===== config.mk =====
export PLATFORM = sky130hd
export DESIGN_NAME = pipe_ctrl_flat
export DESIGN_NICKNAME = d
export VERILOG_FILES = /design/src/rtl/pipe_ctrl_pkg.sv /design/src/rtl/pipe_ctrl_if.sv /design/src/rtl/pipe_ctrl_sat_counter.sv /design/src/rtl/pipe_ctrl.sv /design/src/flat_wrapper.sv
export SDC_FILE = /design/constraint.sdc
export NUM_CORES = 1
export LEC_CHECK = 0
export ABC_AREA = 1
export CAP_MARGIN = 20
export CORE_ASPECT_RATIO = 1.5
export CORE_MARGIN = 2
export CORE_UTILIZATION = 25
export CTS_CLUSTER_SIZE = 10
export DETAILED_ROUTE_END_ITERATION = 10
export SYNTH_ARGS = -nofsm -noshare
export SYNTH_HDL_FRONTEND = slang
export SYNTH_SLANG_ARGS = --single-unit

===== constraint.sdc =====
create_clock -name clk -period 4.45 [get_ports clk]
set_input_delay 0.6675 -clock clk [delete_from_list [all_inputs] [get_ports clk]]
set_output_delay 0.6675 -clock clk [all_outputs]
set_load 0.1 [all_outputs]

===== src/rtl/pipe_ctrl_pkg.sv =====
// Shared definitions for the pipeline hazard / stall controller.
// Holds the controller state encoding and the default values of the
// memory-timeout and statistics-counter-width parameters.
package pipe_ctrl_pkg;

  typedef enum logic [1:0] {
    RUN      = 2'd0,
    MEM_WAIT = 2'd1,
    ERR      = 2'd2
  } state_t;

  localparam int DEF_MEM_TIMEOUT = 64;
  localparam int DEF_CNT_W       = 16;

endpackage


===== src/rtl/pipe_ctrl_if.sv =====
// Handshake bundle between the pipeline datapath and pipe_ctrl.
//   pipeline -> controller : hazard, branch_taken, mem_req, mem_ready
//   controller -> pipeline : freeze_pipe, freeze_front, flush_if, bubble_id, mem_err
//   statistics             : stall_cnt, flush_cnt, memwait_cnt (CNT_W bits each)
// master = pipeline side, slave = controller side.
interface pipe_ctrl_if
  import pipe_ctrl_pkg::*;
#(
  parameter int CNT_W = DEF_CNT_W
);

  logic             hazard;
  logic             branch_taken;
  logic             mem_req;
  logic             mem_ready;
  logic             freeze_pipe;
  logic             freeze_front;
  logic             flush_if;
  logic             bubble_id;
  logic             mem_err;
  logic [CNT_W-1:0] stall_cnt;
  logic [CNT_W-1:0] flush_cnt;
  logic [CNT_W-1:0] memwait_cnt;

  modport master (
    output hazard, branch_taken, mem_req, mem_ready,
    input  freeze_pipe, freeze_front, flush_if, bubble_id, mem_err,
    input  stall_cnt, flush_cnt, memwait_cnt
  );

  modport slave (
    input  hazard, branch_taken, mem_req, mem_ready,
    output freeze_pipe, freeze_front, flush_if, bubble_id, mem_err,
    output stall_cnt, flush_cnt, memwait_cnt
  );

endinterface


===== src/rtl/pipe_ctrl_sat_counter.sv =====
// Saturating event counter used for the controller statistics.
//   clk, rst : clock and synchronous active-high clear
//   inc      : count one event this cycle
//   count    : current value, sticks at all-ones instead of wrapping
module sat_counter #(
  parameter int WIDTH = 16
) (
  input  logic             clk,
  input  logic             rst,
  input  logic             inc,
  output logic [WIDTH-1:0] count
);

  logic [WIDTH-1:0] r_count;

  always_ff @(posedge clk) begin
    if (rst) begin
      r_count <= '0;
    end else if (inc && (r_count != '1)) begin
      r_count <= r_count + 1'b1;
    end
  end

  assign count = r_count;

endmodule


===== src/rtl/pipe_ctrl.sv =====
// Pipeline hazard / stall / flush controller (no datapath).
//   clk, rst : clock, synchronous active-high reset
//   bus      : pipe_ctrl_if slave -- hazard/branch/memory inputs, freeze and
//              flush controls straight to the stage registers, sticky mem_err
//              and three saturating statistics counters.
// Per-cycle priority: memory wait > taken branch > data hazard. Controls are
// combinational from the state and the current inputs; state and counters
// are registered.
module pipe_ctrl
  import pipe_ctrl_pkg::*;
#(
  parameter int MEM_TIMEOUT = DEF_MEM_TIMEOUT,
  parameter int CNT_W       = DEF_CNT_W
) (
  input  logic        clk,
  input  logic        rst,
  pipe_ctrl_if.slave  bus
);

  localparam int                WAIT_W     = $clog2(MEM_TIMEOUT + 1);
  localparam logic [WAIT_W-1:0] WAIT_LIMIT = WAIT_W'(MEM_TIMEOUT);
  localparam logic [WAIT_W-1:0] WAIT_ONE   = WAIT_W'(1);

  state_t            r_state;
  // Number of wait cycles already spent in the current memory access. The
  // cycle that moves RUN -> MEM_WAIT is itself a wait cycle, so the count
  // restarts at one there and ERR follows the MEM_TIMEOUT-th wait cycle.
  logic [WAIT_W-1:0] r_wait_cnt;

  logic              w_mem_wait;
  logic [WAIT_W-1:0] w_wait_inc;
  logic              w_freeze_pipe;
  logic              w_freeze_front;
  logic              w_flush_if;
  logic              w_bubble_id;
  logic              w_mem_err;
  logic [CNT_W-1:0]  w_stall_cnt;
  logic [CNT_W-1:0]  w_flush_cnt;
  logic [CNT_W-1:0]  w_memwait_cnt;

  assign w_mem_wait = bus.mem_req & ~bus.mem_ready;
  assign w_wait_inc = r_wait_cnt + 1'b1;

  // RUN and MEM_WAIT share the same output rules: a ready or withdrawn
  // request in MEM_WAIT releases the freeze and lets branch/hazard act.
  always_comb begin
    w_freeze_pipe  = 1'b0;
    w_freeze_front = 1'b0;
    w_flush_if     = 1'b0;
    w_bubble_id    = 1'b0;
    w_mem_err      = 1'b0;
    if (!rst) begin
      if (r_state == ERR) begin
        w_freeze_pipe = 1'b1;
        w_mem_err     = 1'b1;
      end else if (w_mem_wait) begin
        w_freeze_pipe = 1'b1;
      end else if (bus.branch_taken) begin
        w_flush_if  = 1'b1;
        w_bubble_id = 1'b1;
      end else if (bus.hazard) begin
        w_freeze_front = 1'b1;
        w_bubble_id    = 1'b1;
      end
    end
  end

  always_ff @(posedge clk) begin
    if (rst) begin
      r_state    <= RUN;
      r_wait_cnt <= '0;
    end else begin
      case (r_state)
        RUN: begin
          if (w_mem_wait) begin
            r_wait_cnt <= WAIT_ONE;
            r_state    <= (WAIT_ONE >= WAIT_LIMIT) ? ERR : MEM_WAIT;
          end
        end
        MEM_WAIT: begin
          if (!w_mem_wait) begin
            r_state    <= RUN;
            r_wait_cnt <= '0;
          end else if (w_wait_inc >= WAIT_LIMIT) begin
            r_state    <= ERR;
            r_wait_cnt <= w_wait_inc;
          end else begin
            r_wait_cnt <= w_wait_inc;
          end
        end
        ERR: begin
          r_state <= ERR;
        end
        default: begin
          r_state    <= RUN;
          r_wait_cnt <= '0;
        end
      endcase
    end
  end

  // Each statistic counts exactly the cycles in which its action is driven;
  // memwait keeps counting in ERR because the pipe stays frozen there.
  sat_counter #(.WIDTH(CNT_W)) u_stall_cnt (
    .clk   (clk),
    .rst   (rst),
    .inc   (w_freeze_front),
    .count (w_stall_cnt)
  );

  sat_counter #(.WIDTH(CNT_W)) u_flush_cnt (
    .clk   (clk),
    .rst   (rst),
    .inc   (w_flush_if),
    .count (w_flush_cnt)
  );

  sat_counter #(.WIDTH(CNT_W)) u_memwait_cnt (
    .clk   (clk),
    .rst   (rst),
    .inc   (w_freeze_pipe),
    .count (w_memwait_cnt)
  );

  assign bus.freeze_pipe  = w_freeze_pipe;
  assign bus.freeze_front = w_freeze_front;
  assign bus.flush_if     = w_flush_if;
  assign bus.bubble_id    = w_bubble_id;
  assign bus.mem_err      = w_mem_err;
  assign bus.stall_cnt    = w_stall_cnt;
  assign bus.flush_cnt    = w_flush_cnt;
  assign bus.memwait_cnt  = w_memwait_cnt;

endmodule


===== src/flat_wrapper.sv =====
// flat-port wrapper written by rule: the top's interface ports become plain ports
module pipe_ctrl_flat import pipe_ctrl_pkg::*;
#(
  parameter int MEM_TIMEOUT = DEF_MEM_TIMEOUT,
  parameter int CNT_W       = DEF_CNT_W
)
  (clk, rst, bus_hazard, bus_branch_taken, bus_mem_req, bus_mem_ready, bus_freeze_pipe, bus_freeze_front, bus_flush_if, bus_bubble_id, bus_mem_err, bus_stall_cnt, bus_flush_cnt, bus_memwait_cnt);
  pipe_ctrl_if #(.CNT_W(CNT_W)) bus_i ();
  input  logic clk;
  input  logic rst;
  input wire logic [$bits(bus_i.hazard)-1:0] bus_hazard;
  input wire logic [$bits(bus_i.branch_taken)-1:0] bus_branch_taken;
  input wire logic [$bits(bus_i.mem_req)-1:0] bus_mem_req;
  input wire logic [$bits(bus_i.mem_ready)-1:0] bus_mem_ready;
  output wire logic [$bits(bus_i.freeze_pipe)-1:0] bus_freeze_pipe;
  output wire logic [$bits(bus_i.freeze_front)-1:0] bus_freeze_front;
  output wire logic [$bits(bus_i.flush_if)-1:0] bus_flush_if;
  output wire logic [$bits(bus_i.bubble_id)-1:0] bus_bubble_id;
  output wire logic [$bits(bus_i.mem_err)-1:0] bus_mem_err;
  output wire logic [$bits(bus_i.stall_cnt)-1:0] bus_stall_cnt;
  output wire logic [$bits(bus_i.flush_cnt)-1:0] bus_flush_cnt;
  output wire logic [$bits(bus_i.memwait_cnt)-1:0] bus_memwait_cnt;
  assign bus_i.hazard = bus_hazard;
  assign bus_i.branch_taken = bus_branch_taken;
  assign bus_i.mem_req = bus_mem_req;
  assign bus_i.mem_ready = bus_mem_ready;
  assign bus_freeze_pipe = bus_i.freeze_pipe;
  assign bus_freeze_front = bus_i.freeze_front;
  assign bus_flush_if = bus_i.flush_if;
  assign bus_bubble_id = bus_i.bubble_id;
  assign bus_mem_err = bus_i.mem_err;
  assign bus_stall_cnt = bus_i.stall_cnt;
  assign bus_flush_cnt = bus_i.flush_cnt;
  assign bus_memwait_cnt = bus_i.memwait_cnt;
  pipe_ctrl #(.MEM_TIMEOUT(MEM_TIMEOUT), .CNT_W(CNT_W)) u_core (.clk(clk), .rst(rst), .bus(bus_i));
endmodule

Yosys cells after proc, flatten, opt, wreduce, memory -nomap -nowiden
Index checks and enable logic that the tools add are counted.

storage, ports and cells
  register bits after elaboration = 57
  logic and storage cells = 51
  output and inout bits = 53

cells by class
  bitwise operators = 3
  equal/unequal tests = 7
  reductions and logical operators = 6
  order comparisons = 1
  add/subtract/negate cells = 4
  mux-type cells = 25

operator list
  kind                                                       number
  adder 16 x 1 -> 16 bit (second input constant)             3
  != test 16 bit (second input constant)                     3
  case mux 7 bit (3 select lines)                            1
  2-to-1 mux 1 bit                                           18
  2-to-1 mux 7 bit                                           2
  adder 7 x 1 -> 7 bit (second input constant)               1
  greater-or-equal comparator 7 bit (second input constant)  1
  2-to-1 mux 2 bit                                           3
  case mux 2 bit (3 select lines)                            1
  AND reduction 2 bit                                        2
  logical AND 1 bit                                          3
  != test 3 bit (second input constant)                      1
  == test 2 x 1 -> 1 bit (second input constant)             1
  == test 2 bit (second input constant)                      1
  zero test 2 bit                                            1
  != test 2 x 1 -> 1 bit (second input constant)             1
  inverter 1 bit                                             2
  bitwise AND 1 bit                                          1

Longest topological paths before layout
  depth in word-level cells = 6
  depth in mapped cells = 11
  depth with buffers taken out = 10

Cells and area by module
A second synthesis with hierarchy kept.

unflattened totals
  cell total of the unflattened synthesis = 522
  area total of the unflattened synthesis = 3,319.4 um^2

modules (own cells, without submodules)
  module       times used  seq. area each (um^2)  area each (um^2)  cells an instance
  sat_counter  3           320.3                  929.6             149
  pipe_ctrl    1           180.2                  530.5             75

Worst setup path after synthesis
OpenSTA, ideal clock, no wires.

  path type = input -> output
  start = in rst
  end = out bus_bubble_id
  setup slack = 1.359 ns
  stages on the path = 4
  data required time = 3.783 ns
  buffers on the path = 1
  arrival time = 2.424 ns
  cells stage by stage = inv_1 clkbuf_1 o21ai_0 nor2_1

between the ends
  cells in the longest elaborated chain, start to end = 1

RTL lines
  what              line                source
  start, declared   flat_wrapper.sv:10  input logic rst;
  2-to-1 mux 1 bit  pipe_ctrl.sv:52     if (!rst) begin
  end, declared     flat_wrapper.sv:18  output wire logic [$bits(bus_i.bubble_id)-1:0] bus_bubble_id;

Every way passes these cells.

Final worst setup path
Ends and elaborated chain as after synthesis.

==> flow_summary.rst <==
.. list-table::
   :header-rows: 1

   * - Metric
     - Value
   * - Basic-gate share of the synthesized area counting and, or, nand and nor cells
     - 0.396
   * - Class of the most critical hold timing path
     - reg2reg
   * - Wirelength per Cell
     - 11.9 um
   * - Worst slew pin tran
     - 1.01 ns
   * - Remaining routing DRC violations
     - 0
   * - Switching power
     - 0.000313 W
   * - Count of flip-flops with a built-in enable after synthesis
     - 0
   * - Worst hold slack
     - 0.464 ns
   * - Worst endpoint data arrival time
     - 2.36 ns
   * - Post-synthesis cell area
     - 0.00330 sq mm
   * - Required time at the endpoint of the critical path
     - 3.78 ns
   * - # IOs
     - 59
   * - Min Clock Period, post-route
     - roughly 3.0 ns
   * - Portion of the post-synthesis area used by sequential elements
     - 0.346
   * - GRT Total Usage
     - 0.125
   * - Total global routing overflow
     - 0
   * - Drt pass-1 iters
     - 6
   * - H-tree depth reported by CTS
     - 3
   * - Number of storage elements in the synthesis netlist
     - 57
   * - Fraction of power consumed by the clock network
     - 0.500
   * - Number of nets with antenna violations after detailed routing
     - 0
   * - Synthesized-area fraction occupied by ao, oa, aoi and oai cells
     - 0.115
   * - Number of clock sinks
     - 57
   * - Setup Viol. Count Final
     - 0
   * - Period Utilization, post-route
     - 0.681
   * - Unrepaired setup endpoints after global routing
     - no
   * - Run status
     - finished, final reports clean
   * - Largest clock skew in the final design
     - 0.00376 ns
   * - FFs w/ async S/R, synth
     - 0
   * - Number of pins with negative max-slew slack in the final report
     - 0
   * - Critical path startpoint category
     - input pin
   * - Cell count after synthesis
     - 508
   * - Critical Setup Path Class
     - in2out
   * - Wire length of the first global-routing pass
     - 14300 um
   * - Number of diodes added for antenna fixing
     - 0
   * - Post-synthesis area per instance
     - 6.49 sq um
   * - Share of total power consumed by net switching
     - 0.248
   * - Max-slew headroom at the worst pin
     - 0.326
   * - Core Region
     - 0.0130 sq mm
   * - Post-route standard cell area excluding fillers
     - 0.00430 sq mm
   * - Area after DPL
     - 0.00402 sq mm
   * - Max-cap violations
     - 0
   * - Maximum clock frequency
     - 0.330 GHz
   * - Via total after detailed routing
     - between 3000 and 4000
   * - Port bufs
     - between 50 and 60
   * - CTS resizes
     - 0
   * - Die Span X
     - between 90 and 100 um
   * - CTS clock-pin slew for the worst setup and hold paths
     - 0.05 ns
   * - Internal portion of total power
     - 0.000946 W
   * - Post-CTS setup buffer count
     - 0
   * - Synth-to-layout area growth
     - 30.3%
   * - Clock latency of the later-clocked register in the worst-skew pair
     - 0.33 ns
   * - Mux cell area share after synthesis
     - 0
   * - Maximum clock path buffer count
     - 2
   * - Number of buffers inserted by hold repair at cts
     - 0
   * - Dominant combinational cell family by area after synthesis
     - simple AND/OR/NAND/NOR gates
   * - Total die area
     - ~0.014 sq mm
   * - Number of clock buffers inserted by TritonCTS
     - 9
   * - Final Hold Violating Endpoints
     - 0
   * - Effective utilization at floorplan
     - 0.255
   * - Post-Synth Adder-Cell Area
     - 0.0152
   * - First-iteration detailed-routing DRC count
     - ~120
   * - Nature of the critical path endpoint
     - primary output
   * - Clock tree from TritonCTS
     - done
   * - Fraction of power consumed by combinational cells
     - 0.084
   * - Fraction of layout instances using a drive strength above 1
     - 0.0981
   * - Vias/cell
     - 4.57
   * - Die Ht
     - 145 um
   * - Pin count of the biggest net entering global routing
     - 39
   * - Largest stage delay, worst path
     - roughly 0.64 ns
   * - Power density over the cells
     - 293 mW/mm^2
   * - Wirelength, routed
     - 8680 um
   * - Parity-gate share of the synthesized area counting xor and xnor cells
     - 0.0425
   * - Gpl congestion
     - 0.805
   * - Number of antenna violations at the first check in global routing
     - 0
   * - Vias in the first global route
     - 3117
   * - Buffer type at the clock tree root
     - clkbuf_16
   * - Leakage power figure
     - 1.55 nW
   * - Summed negative setup slack over all endpoints
     - 0 ns
   * - Warnings, synthesis
     - 0
   * - Distinct cells, synth
     - 34
   * - NumNets Final
     - 576
   * - Largest driver fanout on the critical path
     - 24
   * - Commonest non-fill, non-tap cell in the layout
     - nand2_1
   * - Post-Syn Nets
     - slightly above 500
   * - Most common flop cell mapped by yosys
     - dfxtp_1
   * - Placed wire-length estimate after detailed placement
     - 6440 um
   * - Most frequent cells in the layout
     - 157 x nand2_1, 65 x nor2_1, 57 x dfxtp_1, 53 x clkdlybuf4s50_1, 46 x inv_1
   * - Cell with the largest stage delay on the worst path
     - inv_1
   * - CP Cell Sequence
     - clkdlybuf4s50_1 -> inv_1 -> o21ai_0 -> nor2_1 -> buf_12
   * - Std-Cell Rows
     - between 50 and 60
   * - Maximum vdd drop
     - 0.177 mV
   * - Share of total power in sequential cells
     - 0.416
## worst max-delay path, delay by kind of cell
family	cells	cell delay [ns]
buffers and inverters	3	1.25
and+or+nand+nor	1	0.24
AOI/OAI and AO/OA	1	0.20
## sequential cells by signal (all words and copies together), names as in the netlist
register                    cells
u_core.u_memwait_cnt.count     16
u_core.u_flush_cnt.count       16
u_core.u_stall_cnt.count       16
u_core.r_wait_cnt               7
u_core.r_state                  2
## area by class of cell
cell class	count	area, sq um
clock buffers	13	260
clock inverters	3	15.0
fillers	1392	8660
inverters	52	195
multi-input cells	387	1870
flip-flops and latches	57	1140
well taps	159	199
repair buffers	59	613
## kinds of logic (layout without fill, tap and decap cells)
| group | after synthesis | in the layout |
|---|---|---|
| DFF | 57 | 57 |
| and+or+nand+nor | 298 | 298 |
| xor gates and xnor gates | 16 | 16 |
| adders and majority gates | 4 | 4 |
| AOI/OAI and AO/OA | 69 | 69 |
| buffers and inverters | 64 | 127 |
## stage by stage
| step | cells | worst slack [ns] | util | power, W |
|---|---|---|---|---|
| after floorplan | 508 | 1.36 | - | 0.000612 |
| after global placement | 714 | 1.40 | 0.311 | 0.000638 |
| after detailed placement | 714 | 1.39 | 0.311 | 0.000640 |
| after CTS | 730 | 1.40 | 0.332 | 0.00128 |
| after global routing | 730 | 1.27 | 0.332 | 0.00130 |
| final | 730 | 1.42 | 0.332 | 0.00126 |
## worst paths after layout
path,to,cells past startpoint,slack (ns),start
max,bus_bubble_id,5,1.42,rst
min,u_core.r_wait_cnt[6],2,0.46,u_core.r_wait_cnt[6]
min reg2reg,u_core.r_wait_cnt[6],2,0.46,u_core.r_wait_cnt[6]
max reg2reg,u_core.u_memwait_cnt.count[0],8,2.56,u_core.u_memwait_cnt.count[1]
## cell usage after synthesis, types with 2 or more instances
| master | instances | area [sq um] |
|---|---|---|
| a21oi_1 | 40 | 200 |
| a21oi_2 | 7 | 61.3 |
| and2_1 | 2 | 12.5 |
| buf_1 | 2 | 7.51 |
| buf_6 | 3 | 33.8 |
| clkbuf_1 | 4 | 15.0 |
| dfxtp_1 | 57 | 1140 |
| ha_1 | 4 | 50.1 |
| inv_1 | 46 | 173 |
| inv_2 | 5 | 18.8 |
| nand2_1 | 157 | 589 |
| nand2_2 | 7 | 43.8 |
| nand2_4 | 3 | 33.8 |
| nand3_1 | 30 | 150 |
| nand3_2 | 2 | 20.0 |
| nand3b_1 | 2 | 15.0 |
| nand4_1 | 13 | 81.3 |
| nor2_1 | 65 | 244 |
| nor2_2 | 6 | 37.5 |
| nor2_4 | 3 | 33.8 |
| nor3_1 | 5 | 25.0 |
| o21ai_0 | 19 | 95.1 |
| xnor2_1 | 6 | 52.6 |
| xor2_1 | 10 | 87.6 |
## per-layer routing
layer,global-route usage,share of wire
met1,0.133,0.41
met2,0.233,0.52
met3,0.0240,0.043
met4,0.0680,0.024
met5,0,0
## power groups by stage
| stage | logic [W] | registers (W) | clock network (W) |
|---|---|---|---|
| global placement | 0.000105 | 0.000533 | 0 |
| finish | 0.000105 | 0.000523 | 0.000630 |
| CTS | 0.000107 | 0.000523 | 0.000645 |
| detailed placement | 0.000106 | 0.000534 | 0 |
| floorplan | 0.0000535 | 0.000558 | 0 |
| global route | 0.000113 | 0.000524 | 0.000666 |
Power figures use the tool's default switching activity.
==> RTL change, RTL diff (same flow settings) <==
The package constant `DEF_CNT_W` goes from 16 to 20.
--- a/src/rtl/pipe_ctrl_pkg.sv
+++ b/src/rtl/pipe_ctrl_pkg.sv
@@ -10,7 +10,7 @@
   } state_t;
 
   localparam int DEF_MEM_TIMEOUT = 64;
-  localparam int DEF_CNT_W       = 16;
+  localparam int DEF_CNT_W       = 20;
 
 endpackage
 
Ports: changed (resized bus_flush_cnt, bus_memwait_cnt and bus_stall_cnt); port bits go from 59 to 71. No check against the original RTL was run, so the function may have changed too.
==> RTL change against the unedited design <==
- critical path depth rose by 3
- die area rose by 26%
- setup slack better by 0.18 ns
- design area up 25%
- power up 25%
- clock skew up 0.0032 ns
- sequential cell count increased by 12
- synthesized area up 27%
- synthesized cell count increased by 20%
- routed wire length increased by 28%
- critical path type unchanged
- largest power group unchanged
==> RTL change: results (changes against the unedited design) <==
* Post-synthesis compound-gate area fraction at 0.119 (+0.00486)
* Leak Pwr at 1.92 nW (+24%)
* Worst hold slack at 0.455 ns (-0.00914 ns)
* Number of global-route vias before repair at 3882 (+25%)
* Fmax at 351 MHz (+6.5%)
* Post-DP HPWL at 8.17 mm (+27%)
* Largest net degree at the start of global routing at 41 (+5.1%)
* Worst slack, placed at 1.58 ns (+0.192 ns)
* Detailed Route Iter0 Violations at 201 (+62%)
* Synth top cells by count: 166 x nand2_1, 78 x nor2_1, 69 x dfxtp_1
* Pint at 0.00119 W (+26%)
* Status: completed
* DR pass1 iterations at 4 (-2)
* CP max FO at 4 (-83%)
* Dpl cells at 877 (+23%)
* Critical Path AT at 2.18 ns (-0.18 ns)
* Min-Delay Startpoint: u_core.r_wait_cnt[5]
* Post-Route WL at 11.1 mm (+28%)
* Met3 WL at 435 µm (+18%)
* Clock Latency Late Sink at 0.34 ns
* Met2 routed WL at 5.85 mm (+29%)
* Register area share after synthesis at 0.329 (-0.0172)
* Main area contributors after synthesis: dfxtp_1 33%, nand2_1 15%, nor2_1 7.0%, nand3_1 5.0%, inv_1 4.7%
* WL per Instance at 12.5 µm (+5.0%)
* Met1 usage at 0.144 (+0.0115)
* WHS Endpoint: u_core.r_wait_cnt[5]
* Global-route usage over all layers at 0.131 (+0.00631)
* Routability Congestion at 0.817 (+1.5%)
* Worst slew pin tran at 1.01 ns (+0.00396 ns)
* Worst Setup SP: bus_mem_ready
* Syn_nets at 621 (+20%)
* Total Nets Final at 688 (+19%)
* Worst setup path end: bus_flush_if
* GR Layer Usage met3 at 0.0276 (+0.00360)
* Placed cell areas at 5050 µm² (+26%)
* I/O Buffers at 70 (+21%)
* Final Skew at 0.00700 ns (+0.00324 ns)
* Worst R2R Setup Slack at 2.42 ns (-0.14 ns)
* DR vias at 4049 (+21%)
* Metal-1 WL at 4.58 mm (+29%)
* Reg-to-reg endpoint: u_core.u_memwait_cnt.count[9]
* Global-route wire length before repair at 18.4 mm (+29%)
* Hold Path Depth at 1 (-1)
* Layout cells sized above 1 at 0.135 (+0.0366)
* Fraction of met2 tracks used by global routing at 0.236 (+0.00381)
RTL change: power by group through the flow:
| stage | clock network [W] | registers [W] | logic (W) |
|---|---|---|---|
| 2_1_floorplan | 0 | 0.000664 | 0.0000619 |
| 3_3_place_gp | 0 | 0.000641 | 0.000109 |
| 3_5_place_dp | 0 | 0.000641 | 0.000110 |
| 4_1_cts | 0.000862 | 0.000627 | 0.000110 |
| 5_1_grt | 0.000891 | 0.000628 | 0.000116 |
| 6_report | 0.000835 | 0.000627 | 0.000108 |
RTL change: final cells by class:
type | instances | area, µm²
sequential | 69 | 1380
timing repair buffer | 72 | 701
fill | 1790 | 11200
inverter | 56 | 210
multi-input combinational | 470 | 2500
clock inverter | 6 | 111
tap | 210 | 263
clock buffer | 10 | 229
RTL change: critical path, cell delays in order:
cell	delay, ns
clkdlybuf4s50_1	0.47
inv_1	0.04
nand2_1	0.14
nand2_4	0.09
inv_2	0.08
nand3_1	0.16
inv_2	0.20
buf_4	0.32
